<file path="src/rtl/regfile_wb_arbiter.sv">
// ---------------------------------------------------------------------------
// regfile_wb_arbiter
//
// Round-robin arbiter that shares the single register-file write port among
// NREQ writeback requesters (ALU, load unit, mult/div). The winning request
// is captured into one registered output stage that drives regwrite/rd/
// writedata. Writes to register 0 are accepted but never reach the regfile.
//
// Optional feature (macro REGFILE_SCOREBOARD_EN): a pending-write scoreboard
// that decode uses to stall on RAW hazards. Without the macro, the iss_* and
// chk_* inputs are ignored and both busy outputs are tied low.
//
// Ports
//   clk        core clock, all state updates on posedge
//   rst_n      asynchronous active-low reset
//   req_valid  per-requester valid
//   req_rd     per-requester destination (slice i*AW +: AW)
//   req_data   per-requester write data (slice i*DW +: DW)
//   req_ready  one-hot grant; transfer happens when valid & ready
//   regwrite   regfile write enable (registered)
//   rd         regfile write address (registered)
//   writedata  regfile write data (registered)
//   grant_id   index of the requester behind the current regwrite
//   iss_valid  decode issues an instruction writing iss_rd
//   iss_rd     destination of the issued instruction
//   chk_rs1    source register 1 to check
//   chk_rs2    source register 2 to check
//   rs1_busy   chk_rs1 still has a write pending
//   rs2_busy   chk_rs2 still has a write pending
// ---------------------------------------------------------------------------
module regfile_wb_arbiter #(
    parameter int NREQ = 3,
    parameter int AW   = 5,
    parameter int DW   = 32
) (
    input  logic               clk,
    input  logic               rst_n,
    input  logic [NREQ-1:0]    req_valid,
    input  logic [NREQ*AW-1:0] req_rd,
    input  logic [NREQ*DW-1:0] req_data,
    output logic [NREQ-1:0]    req_ready,
    output logic               regwrite,
    output logic [AW-1:0]      rd,
    output logic [DW-1:0]      writedata,
    output logic [2:0]         grant_id,
    input  logic               iss_valid,
    input  logic [AW-1:0]      iss_rd,
    input  logic [AW-1:0]      chk_rs1,
    input  logic [AW-1:0]      chk_rs2,
    output logic               rs1_busy,
    output logic               rs2_busy
);

    localparam int NREG = 1 << AW;

    logic [2:0]         ptr_reg;
    logic [2:0]         ptr_next;
    logic               regwrite_reg;
    logic [AW-1:0]      rd_reg;
    logic [DW-1:0]      writedata_reg;
    logic [2:0]         grant_id_reg;

    logic [2*NREQ-1:0]  valid_dbl;
    logic [NREQ-1:0]    valid_rot;
    logic               grant_found;
    logic [2:0]         grant_offs;
    logic [3:0]         grant_sum;
    logic [2:0]         grant_idx;
    logic [AW-1:0]      sel_rd;
    logic [DW-1:0]      sel_data;

    // Rotate the valid vector so that bit 0 is the requester at ptr; the
    // first set bit is then the offset of the winner from ptr.
    assign valid_dbl = {req_valid, req_valid};
    assign valid_rot = NREQ'(valid_dbl >> ptr_reg);

    always_comb begin
        grant_found = 1'b0;
        grant_offs  = 3'd0;
        for (int j = 0; j < NREQ; j++) begin
            if (!grant_found && valid_rot[j]) begin
                grant_found = 1'b1;
                grant_offs  = 3'(j);
            end
        end
        grant_sum = {1'b0, ptr_reg} + {1'b0, grant_offs};
        if (grant_sum >= 4'(NREQ)) begin
            grant_sum = grant_sum - 4'(NREQ);
        end
        grant_idx = grant_sum[2:0];
    end

    generate
        for (genvar gi = 0; gi < NREQ; gi++) begin : g_ready
            assign req_ready[gi] = grant_found && (grant_idx == 3'(gi));
        end
    endgenerate

    always_comb begin
        sel_rd   = '0;
        sel_data = '0;
        for (int i = 0; i < NREQ; i++) begin
            if (grant_idx == 3'(i)) begin
                sel_rd   = req_rd[i*AW +: AW];
                sel_data = req_data[i*DW +: DW];
            end
        end
    end

    always_comb begin
        ptr_next = ptr_reg;
        if (grant_found) begin
            ptr_next = (grant_idx == 3'(NREQ - 1)) ? 3'd0 : grant_idx + 3'd1;
        end
    end

    // The write port never back-pressures, so any grant is a transfer.
    // A transfer to register 0 still advances ptr but does not write.
    always_ff @(posedge clk or negedge rst_n) begin
        if (!rst_n) begin
            ptr_reg       <= 3'd0;
            regwrite_reg  <= 1'b0;
            rd_reg        <= '0;
            writedata_reg <= '0;
            grant_id_reg  <= 3'd0;
        end else begin
            ptr_reg      <= ptr_next;
            regwrite_reg <= grant_found && (sel_rd != '0);
            if (grant_found) begin
                rd_reg        <= sel_rd;
                writedata_reg <= sel_data;
                grant_id_reg  <= grant_idx;
            end
        end
    end

    assign regwrite  = regwrite_reg;
    assign rd        = rd_reg;
    assign writedata = writedata_reg;
    assign grant_id  = grant_id_reg;

`ifdef REGFILE_SCOREBOARD_EN
    logic [NREG-1:0] pending_reg;
    logic [NREG-1:0] pending_next;

    // Issue is applied after the clear so that a new producer of the same
    // register wins over the retiring one.
    always_comb begin
        pending_next = pending_reg;
        if (regwrite_reg) begin
            pending_next[rd_reg] = 1'b0;
        end
        if (iss_valid && (iss_rd != '0)) begin
            pending_next[iss_rd] = 1'b1;
        end
        pending_next[0] = 1'b0;
    end

    always_ff @(posedge clk or negedge rst_n) begin
        if (!rst_n) begin
            pending_reg <= '0;
        end else begin
            pending_reg <= pending_next;
        end
    end

    assign rs1_busy = (chk_rs1 != '0) && pending_reg[chk_rs1];
    assign rs2_busy = (chk_rs2 != '0) && pending_reg[chk_rs2];
`else
    logic unused_sb;
    assign unused_sb = ^{iss_valid, iss_rd, chk_rs1, chk_rs2};
    assign rs1_busy  = 1'b0;
    assign rs2_busy  = 1'b0;
`endif

endmodule
</file>
<file path="config.mk">
export PLATFORM = sky130hd
export DESIGN_NAME = regfile_wb_arbiter
export DESIGN_NICKNAME = d
export VERILOG_FILES = /design/src/rtl/regfile_wb_arbiter.sv
export SDC_FILE = /design/constraint.sdc
export NUM_CORES = 1
export LEC_CHECK = 0
export CORE_MARGIN = 2
export CORE_UTILIZATION = 37
export CTS_CLUSTER_DIAMETER = 30
export DETAILED_ROUTE_END_ITERATION = 7
export MAX_ROUTING_LAYER = met4
export PLACE_DENSITY = 0.82
export SLEW_MARGIN = 10
export SYNTH_ARGS = -nofsm -noshare
export SYNTH_HDL_FRONTEND = slang
export SYNTH_SLANG_ARGS = --single-unit
</file>
<file path="constraint.sdc">
create_clock -name clk -period 5.15 [get_ports clk]
set_input_delay 1.03 -clock clk [delete_from_list [all_inputs] [get_ports clk]]
set_output_delay 1.03 -clock clk [all_outputs]
set_load 0.005 [all_outputs]
</file>
==> impl_metrics.py, run 1 <==
metrics = {
    "global_route": {
        "grt-busiest-layer": "met2",
        "grt_usage": 0.226,
        "grt_max_degree": 45,
        "grt_util_met2": 0.405,
        "grt_util_met3": 0.0469,
        "grt_antenna_before_repair": 0,
        "overflow": 0,
        "use_met1": 0.266,
        "grt_pass1_wl_mm": 14.5,
        "grt_pass1_vias": 3025,
    },
    "final_layout": {
        "antennaDiodeCount": 0,
        "drive_above_1_share": 0.115,
        "nets": 614,
        "largest_reg_flops": 32,
        "stdcell_count": 578,
        "syn2layout_area_growth_pct": 69.7,
    },
    "sta": {
        "report.final.hold_viol_count": 0,
        "max_slew_margin": 0.346,
        "fin_crit_sh": 0.973,
        "drv_slew": 0,
        "grt_setup_unrepaired": "false",
        "tightestPinTransition_ns": 0.980,
        "fmax_ghz": 0.200,
        "setup_viol": 0,
        "skew_ns": 0.00790,
        "setup_slack_ns": 0.141,
        "period_needed_ns": 5.01,
    },
    "yosys": {
        "syn_inst": 311,
        "ys_ff_latch": 44,
        "synth_cell_type_count": 48,
        "synth-async-reset-ratio": 1.00,
        "ys.flop_type": "dfrtp_1",
        "synth_edf_count": 0,
        "avgSynthCellArea_um2": 8.78,
        "synth_area_um2": 2730,
        "synth-warning-count": 0,
        "yosysSeqAreaShare": 0.403,
    },
    "detailed_routing": {
        "first_pass_iters": 4,
        "drt-total-wl_mm": 9.21,
        "routed-via-count": 3115,
        "viasPerCell": 5.39,
        "drt-wirelength-per-cell_um": 15.9,
        "postRouteAntennaNets": 0,
        "first_iter_violations": 117,
        "post-route-drc-count": 0,
    },
    "placed_design": {
        "dp_hpwl_mm": 6.80,
        "port_buffers": 159,
        "place_congestion": 0.907,
        "placedCellCount": 567,
        "dp_slack_ns": -0.464,
    },
    "clock_tree": {
        "cts_tree": "built",
        "htree_num_levels": 2,
        "clk_latency_ns": 0.29,
        "cts_root_buf": "clkbuf_8",
        "holdBufCountCts": 0,
        "clock-sinks": 44,
        "cts_buffers": 5,
        "cts_buffer_depth": 2,
        "path_clk_slew_ns": 0.08,
    },
    "critical_path": {
        "crit_arrival_ns": 3.98,
        "rrSetupSlack_ns": 1.21,
        "critPathRequiredTime_ns": 4.12,
        "crit_type": "primary input to output port",
        "worst_setup_path_start_kind": "primary input",
        "worstSetupEndpointType": "output port",
        "worstPathMaxFanout": 6,
    },
    "min_path": {
        "hold_class": "flip-flop to flip-flop",
    },
    "floorplan": {
        "ios": 178,
        "start_util": 0.378,
        "die_h_um": 89.9,
        "die_area_um2": 8080,
        "die_w_um": 89.9,
        "core_um2": 7210,
        "rows": 31,
    },
    "status": {
        "status": "finished, final reports clean",
    },
    "flow_run": {
        "maxCapViolCount": 0,
    },
    "power_and_ir_drop": {
        "p_leak_nw": 1.82,
        "peakVddDrop_v": 0.000535,
        "power_density_nw_per_um2": 860,
    },
}
## metal layers
metal | vias up | share of wire
met4 | 0 | 0.0090
li1 | 1507 | -
met2 | 125 | 0.51
met3 | 6 | 0.061
met5 | - | 0
met1 | 1477 | 0.42
## kinds of logic (layout without fill, tap and decap cells)
| family | after synthesis | after routing | synth area share |
|---|---|---|---|
| AOI/OAI and AO/OA | 113 | 113 | 0.289 |
| xor gates and xnor gates | 2 | 2 | 0.0119 |
| adders and majority gates | 4 | 4 | 0.0211 |
| buffers and inverters | 31 | 198 | 0.0600 |
| DFF | 44 | 44 | 0.403 |
| muxes | 2 | 2 | 0.00779 |
| other | 1 | 2 | 0.00137 |
| and+or+nand+nor | 114 | 114 | 0.205 |
## cell usage in the layout, fill, tap and decap left out, drive strengths merged, types with 3 or more instances in the layout
cell	count
ha	3
nor3b	4
nand2	12
o21ai	13
clkbuf	7
dlygate4sd2	5
or3	4
clkdlybuf4s50	152
nor2	45
dfrtp	44
a21o	3
nand3	35
a221oi	4
buf	29
a311oi	3
a22oi	32
a31oi	38
a211oi	3
a21oi	6
inv	3
## area by class of cell
class,count,area [um2]
fillers,644,2580
well taps,99,124
inverters,3,11.3
clock buffers,7,86.3
flip-flops and latches,44,1100
repair buffers,187,1800
clock inverters,1,7.51
multi-input cells,237,1510
## where the power goes
group          leakage (nW)  switching, W  internal [W]
Clock                0.0445      0.000117      0.000109
Sequential            0.516      0.000123      0.000558
Combinational          1.26       0.00166       0.00142
## Yosys cell counts, drive strengths merged (2+ instances only)
master  count  area [um2]
a22oi      32         240
nor2       45         169
a21oi       6        30.0
nand3b      2        15.0
or3         4        30.0
a31oi      38         238
o21a        2        15.0
nor3        2        10.0
and2        2        12.5
nand2b      2        12.5
nand3      35         175
buf        17         111
a221oi      4        35.0
or2         2        12.5
dfrtp      44        1100
nand2      12        45.0
o22a        2        17.5
ha          3        37.5
nor3b       4        30.0
o21ai      13        65.1
a311oi      3        26.3
a21o        3        22.5
clkbuf     11        41.3
inv         3        11.3
a211oi      3        32.5
## worst paths after layout
kind,cells after the start,startpoint,end
min in group asynchronous,1,rst_n,writedata[25]
worst min register to register,2,rd[1],rd[1]
worst max-delay path,15,req_valid[1],req_ready[2]
max in group asynchronous,1,rst_n,rd[0]
worst min-delay path,2,rd[1],rd[1]
worst max register to register,13,ptr_reg[0],regwrite
## critical path, cell delays in order
cell and delay [ns]:
dlygate4sd2_1 0.34, nand2b_1 0.13, o21ai_0 0.15, a21oi_1 0.08
o22a_1 0.22, nor2_1 0.19, fa_1 0.49, ha_2 0.24
or3_4 0.37, buf_4 0.14, o211ai_2 0.08, o22ai_2 0.12
nand2_2 0.11, nor2_2 0.04, dlygate4sd2_1 0.26
## timing repair
action / in CTS / in global routing
pin swaps: 6 / 6
gates resized for setup: 11 / 6
cloned: 0 / 0
buffers inserted: 2 / 1
setup endpoints to repair: 3 / 2
## through the flow
step	area [um2]	hold WS (ns)	util	setup TNS (ns)	total power (W)
floorplan	2730	0.473	-	0	0.00261
global placement	4490	0.461	0.622	-0.793	0.00363
detailed placement	4490	0.470	0.622	-1.21	0.00375
CTS	4610	0.488	0.639	0	0.00399
global route	4630	0.522	0.642	0	0.00431
finish	4630	0.483	0.642	0	0.00399
No activity file was read; power rests on OpenSTA's default activity.
==> inputs of run 2 (changes only) <==
- clock period: 5.15 -> 4.8 ns (I/O delays scaled with it)
==> run 2 against run 1 <==
Compared with the run above: routed wire length increased by 1.2%; power increased by 13%; count of clock-buffer cells in the layout unchanged; clock power increased by 8%; via count increased by 1.4%; flip-flop and latch count unchanged; highest routed layer unchanged; register-to-register slack got worse by 0.27 ns; design area increased by 1.9%; first-iteration DRC count increased by 20%; worst hold slack improved by 0.019 ns; critical path type unchanged.
==> impl_metrics.py, run 2 (synthesis gave the netlist of run 1 again) <==
metrics = {
    "final_layout": {
        "multi_input_area_um2": 1510,
        "antennaDiodeCount": 0,
        "ff_latch_area_um2": 1100,
        "syn2layout_area_growth_pct": 72.9,
        "final_common_cell": "clkdlybuf4s50_1",
        "largest_reg_flops": 32,
        "finalCoreUtilization": 0.654,
        "final_cell_area_um2": 4720,
        "drive_above_1_share": 0.140,
        "nets": 622,
        "final_cell_mix": "152 x clkdlybuf4s50_1, 44 x dfrtp_1, 42 x nor2_1",
        "fill_cells": 629,
    },
    "global_route": {
        "grt_max_degree": 45,
        "grt_antenna_before_repair": 0,
        "overflow": 0,
        "grt_pass1_vias": 3169,
        "grt_usage": 0.236,
        "grt_pass1_wl_mm": 15.3,
    },
    "sta": {
        "skew_ns": 0.00483,
        "grt_setup_unrepaired": "false",
        "fmax_ghz": 0.214,
        "tightestPinTransition_ns": 0.972,
        "fin_crit_sh": 0.975,
        "drv_slew": 0,
        "setup_viol": 0,
        "period_needed_ns": 4.68,
        "max_slew_margin": 0.352,
        "setup_slack_ns": 0.122,
        "report.final.hold_viol_count": 0,
        "finalSetupTns_ns": 0,
    },
    "min_path": {
        "hold_class": "flip-flop to flip-flop",
    },
    "placed_design": {
        "post_dp_cell_area_um2": 4550,
        "dp_slack_ns": -0.593,
        "port_buffers": 159,
        "place_congestion": 0.905,
        "dp_hpwl_mm": 6.92,
    },
    "power_and_ir_drop": {
        "total_power_w": 0.00451,
        "power_density_nw_per_um2": 956,
        "peakVddDrop_v": 0.000534,
        "p_leak_nw": 1.86,
    },
    "detailed_routing": {
        "first_iter_violations": 140,
        "postRouteAntennaNets": 0,
        "drt-wirelength-per-cell_um": 15.9,
        "routed-via-count": 3159,
        "post-route-drc-count": 0,
        "first_pass_iters": 4,
        "viasPerCell": 5.39,
        "drt-total-wl_mm": 9.32,
    },
    "clock_tree": {
        "clk_latency_ns": 0.29,
        "cts_root_buf": "clkbuf_8",
        "holdBufCountCts": 0,
        "cts_tree": "built",
        "cts_buffer_depth": 2,
        "clock-sinks": 44,
        "htree_num_levels": 2,
        "cts_buffers": 5,
        "path_clk_slew_ns": 0.08,
    },
    "critical_path": {
        "max_stage_delay_ns": 0.52,
        "crit_arrival_ns": 3.72,
        "worst_setup_path_start_kind": "primary input",
        "worstSetupEndpointType": "output port",
        "crit_type": "primary input to output port",
        "critPathRequiredTime_ns": 3.84,
        "worstPathMaxFanout": 6,
        "path_common_cell": "o21ai_1",
        "crit_chain": "dlygate4sd2_1 -> buf_4 -> nand3b_1 -> o21ai_1 -> o21ai_1 -> o21ai_1 -> ha_2 -> fa_1 -> ha_2 -> buf_6 -> nor4_4 -> a211oi_2 -> nor3_1 -> dlygate4sd2_1",
        "cp_slowest_cell": "fa_1",
    },
    "floorplan": {
        "die_h_um": 89.9,
        "start_util": 0.378,
        "rows": 31,
        "ios": 178,
        "die_w_um": 89.9,
        "die_area_um2": 8080,
        "core_um2": 7210,
    },
    "flow_run": {
        "maxCapViolCount": 0,
    },
    "status": {
        "status": "finished, final reports clean",
    },
}
-- run 2: worst max-delay path, delay by kind of cell --
kind                     cells  cell delay (ns)
AND/OR/NAND/NOR              3             0.62
AO/OA/AOI/OAI                4             0.37
adder cells (fa/ha/maj)      3             0.95
buffers and inverters        4             0.82
-- run 2: report_power, final --
| group | leakage [nW] | switching (W) | internal, W | total [W] |
|---|---|---|---|---|
| Sequential | 0.516 | 0.000120 | 0.000599 | 0.000719 |
| Clock | 0.0445 | 0.000126 | 0.000117 | 0.000243 |
| Combinational | 1.30 | 0.00185 | 0.00170 | 0.00355 |
-- run 2: final timing paths --
kind / from / endpoint / slack [ns] / depth (start not counted)
setup / recovery: req_valid[2] / req_ready[0] / 0.12 / 14
hold / removal: grant_id[2] / grant_id[2] / 0.50 / 2
setup reg to reg: ptr_reg[0] / regwrite / 0.94 / 16
hold reg to reg: grant_id[2] / grant_id[2] / 0.50 / 2
max in group asynchronous: rst_n / writedata[11] / 3.37 / 1
min in group asynchronous: rst_n / writedata[23] / 0.82 / 1
-- run 2: layer usage --
metal  track usage  part of all wire
met3        0.0528             0.064
met4        0.0346            0.0064
met1         0.273              0.41
met5             -                 0
met2         0.431              0.52
-- run 2: stage by stage --
| step | std cells | hold WS (ns) |
|---|---|---|
| 2_1_floorplan | 312 | 0.473 |
| 3_3_place_gp | 572 | 0.463 |
| 3_5_place_dp | 572 | 0.488 |
| 4_1_cts | 583 | 0.507 |
| 5_1_grt | 586 | 0.521 |
| 6_report | 586 | 0.502 |
-- run 2: cell type report --
| class | count | share of cell area |
|---|---|---|
| timing repair buffer | 195 | 0.398 |
| multi-input combinational | 237 | 0.320 |
| sequential | 44 | 0.233 |
| tap | 99 | 0.0262 |
| clock buffer | 7 | 0.0183 |
| inverter | 3 | 0.00239 |
| clock inverter | 1 | 0.00159 |
-- run 2: repair_timing --
item                                    CTS  global route
endpoints found under the setup margin    3             3
pin swaps                                 8             9
resized for setup                        22             5
setup buffers                             3             3
==> inputs of run 3 (changes only) <==
- CELL_PAD_IN_SITES_DETAIL_PLACEMENT: default -> 0
- CELL_PAD_IN_SITES_GLOBAL_PLACEMENT: default -> 2
- CORE_UTILIZATION: 37 -> 19
- PLACE_DENSITY: 0.82 -> default
- PLACE_DENSITY_LB_ADDON: default -> 0.1
==> run 3 against run 2 <==
Compared with the run above: fmax increased by 0.89%; utilization decreased by 30 points; non-clock buffer count increased by 5; sequential share of layout area decreased by 1.0 points; via count decreased by 1.5%; clock skew about the same; sequential power about the same; worst hold slack got worse by 0.021 ns.
==> impl_metrics.py, run 3 (synthesis gave the netlist of run 1 again) <==
metrics = {
    "final_layout": {
        "syn2layout_area_growth_pct": 80.7,
        "drive_above_1_share": 0.149,
        "fill_cells": 1473,
        "final_common_cell": "clkdlybuf4s50_1",
        "nets": 627,
        "stdcell_count": 671,
        "largest_reg_flops": 32,
        "antennaDiodeCount": 0,
        "final_cell_mix": "152 x clkdlybuf4s50_1, 44 x dfrtp_1, 42 x nor2_1",
        "finalCoreUtilization": 0.354,
    },
    "placed_design": {
        "place_congestion": 0.778,
        "placedCellCount": 656,
        "port_buffers": 159,
        "dp_hpwl_mm": 7.94,
    },
    "clock_tree": {
        "cts_buffers": 5,
        "cts_root_buf": "clkbuf_16",
        "cts_buffer_depth": 2,
        "clock-sinks": 44,
        "clk_latency_ns": 0.29,
        "path_clk_slew_ns": 0.06,
        "htree_num_levels": 2,
        "cts_tree": "built",
    },
    "sta": {
        "period_needed_ns": 4.64,
        "fmax_ghz": 0.216,
        "whs_ns": 0.481,
        "fin_crit_sh": 0.966,
        "report.final.hold_viol_count": 0,
        "grt_setup_unrepaired": "false",
        "skew_ns": 0.00494,
        "tightestPinTransition_ns": 1.08,
        "setup_viol": 0,
        "drv_slew": 0,
        "finalSetupTns_ns": 0,
        "max_slew_margin": 0.277,
    },
    "critical_path": {
        "rrSetupSlack_ns": 0.93,
        "max_stage_delay_ns": 0.49,
        "crit_buf_inv": 3,
        "cp_slowest_cell": "fa_2",
        "worstSetupPathDepth": 15,
        "reg2reg_depth": 14,
        "crit_type": "primary input to output port",
        "worstPathMaxFanout": 6,
        "worstSetupEndpointType": "output port",
        "cp_top_family": "compound AO/OA/AOI/OAI gates",
        "crit_arrival_ns": 3.68,
        "worst_setup_path_start_kind": "primary input",
        "crit_chain": "dlygate4sd2_1 -> nand2b_1 -> o21ai_0 -> a21oi_1 -> o22a_1 -> nor2_2 -> fa_2 -> ha_4 -> nand3b_1 -> buf_4 -> o211ai_4 -> o22ai_4 -> nand2_2 -> nor2_1 -> buf_2",
        "critPathRequiredTime_ns": 3.84,
    },
    "global_route": {
        "grt_pass1_wl_mm": 15.9,
        "grt_max_degree": 76,
        "grt_antenna_before_repair": 0,
        "overflow": 0,
        "grt_pass1_vias": 2997,
        "grt_usage": 0.143,
    },
    "detailed_routing": {
        "first_iter_violations": 123,
        "drt-wirelength-per-cell_um": 16.2,
        "post-route-drc-count": 0,
        "first_pass_iters": 4,
        "viasPerCell": 4.64,
        "postRouteAntennaNets": 0,
        "routed-via-count": 3113,
        "drt-total-wl_mm": 10.9,
    },
    "power_and_ir_drop": {
        "power_frac_comb": 0.782,
        "pwr-share-seq": 0.149,
        "switching_share": 0.463,
        "total_power_w": 0.00484,
        "clkPwrFrac": 0.069,
        "p_int_w": 0.00260,
        "power_density_nw_per_um2": 980,
        "switchingPower_w": 0.00224,
        "peakVddDrop_v": 0.000388,
        "p_leak_nw": 1.91,
    },
    "floorplan": {
        "start_util": 0.196,
        "ios": 178,
        "core_um2": 13900,
        "die_h_um": 124,
        "die_area_um2": 15300,
        "rows": 43,
        "die_w_um": 124,
    },
    "min_path": {
        "min_path_cells": 2,
        "hold_class": "flip-flop to flip-flop",
    },
    "status": {
        "status": "finished, final reports clean",
    },
    "flow_run": {
        "maxCapViolCount": 0,
    },
}
## run 3: cell count changes in the layout (fill, tap and decap cells not counted), moves of 2 or more
cell / previous run / this run
a21oi_1: 4 / 6
a21oi_2: 2 / 0
buf_4: 32 / 37
clkbuf_16: 0 / 5
clkbuf_8: 6 / 0
## run 3: final cells by class
class	instances	area, um2	share of cell area
Timing Repair Buffer	200	1920	0.389
Sequential cell	44	1100	0.223
Clock inverter	1	5.00	0.00101
Multi-Input combinational cell	237	1540	0.312
Tap cell	180	225	0.0457
Clock buffer	6	129	0.0261
Inverter	3	11.3	0.00228
## run 3: what timing repair did
item / 4_1_cts / 5_1_grt
resized for setup: 18 / 11
setup endpoints to repair: 3 / 3
pin swaps: 8 / 9
hold buffers: 0 / 0
buffers inserted: 4 / 4
## run 3: path summary, 6_finish.rpt
check,endpoint,from
max reg2reg,regwrite,ptr_reg[0]
min in group asynchronous,writedata[26],rst_n
max in group asynchronous,ptr_reg[1],rst_n
min reg2reg,grant_id[2],grant_id[2]
max,req_ready[2],req_valid[1]
min,grant_id[2],grant_id[2]
## run 3: worst register-to-register path: cells and delay by family, from the launching register on
kind,cells,cell delay [ns]
AND/OR/NAND/NOR,3,0.73
adder cells (fa/ha/maj),2,0.68
AO/OA/AOI/OAI,6,1.23
flip-flops,1,0.47
buffers and inverters,3,0.63
## run 3: stage by stage
step / cell area, um2 / setup slack, ns
after global placement: 4690 / -0.603
after CTS: 4860 / 0.0110
after floorplan: 2730 / 0.226
after detailed placement: 4690 / -0.625
final: 4930 / 0.163
after global routing: 4930 / 0.00137
## run 3: power groups by stage
stage	combinational (W)	sequential [W]	clock (W)
global placement	0.00368	0.000717	0
floorplan	0.00208	0.000726	0
detailed placement	0.00372	0.000723	0
global route	0.00418	0.000749	0.000369
finish	0.00378	0.000721	0.000334
CTS	0.00375	0.000725	0.000349
## run 3: routing by layer
| metal | up-vias | GRT usage | wire length [um] |
|---|---|---|---|
| li1 | 1536 | - | - |
| met1 | 1461 | 0.180 | 4850 |
| met2 | 105 | 0.230 | 5200 |
| met3 | 11 | 0.0380 | 728 |
| met4 | 0 | 0.0320 | 110 |
| met5 | - | - | 0 |
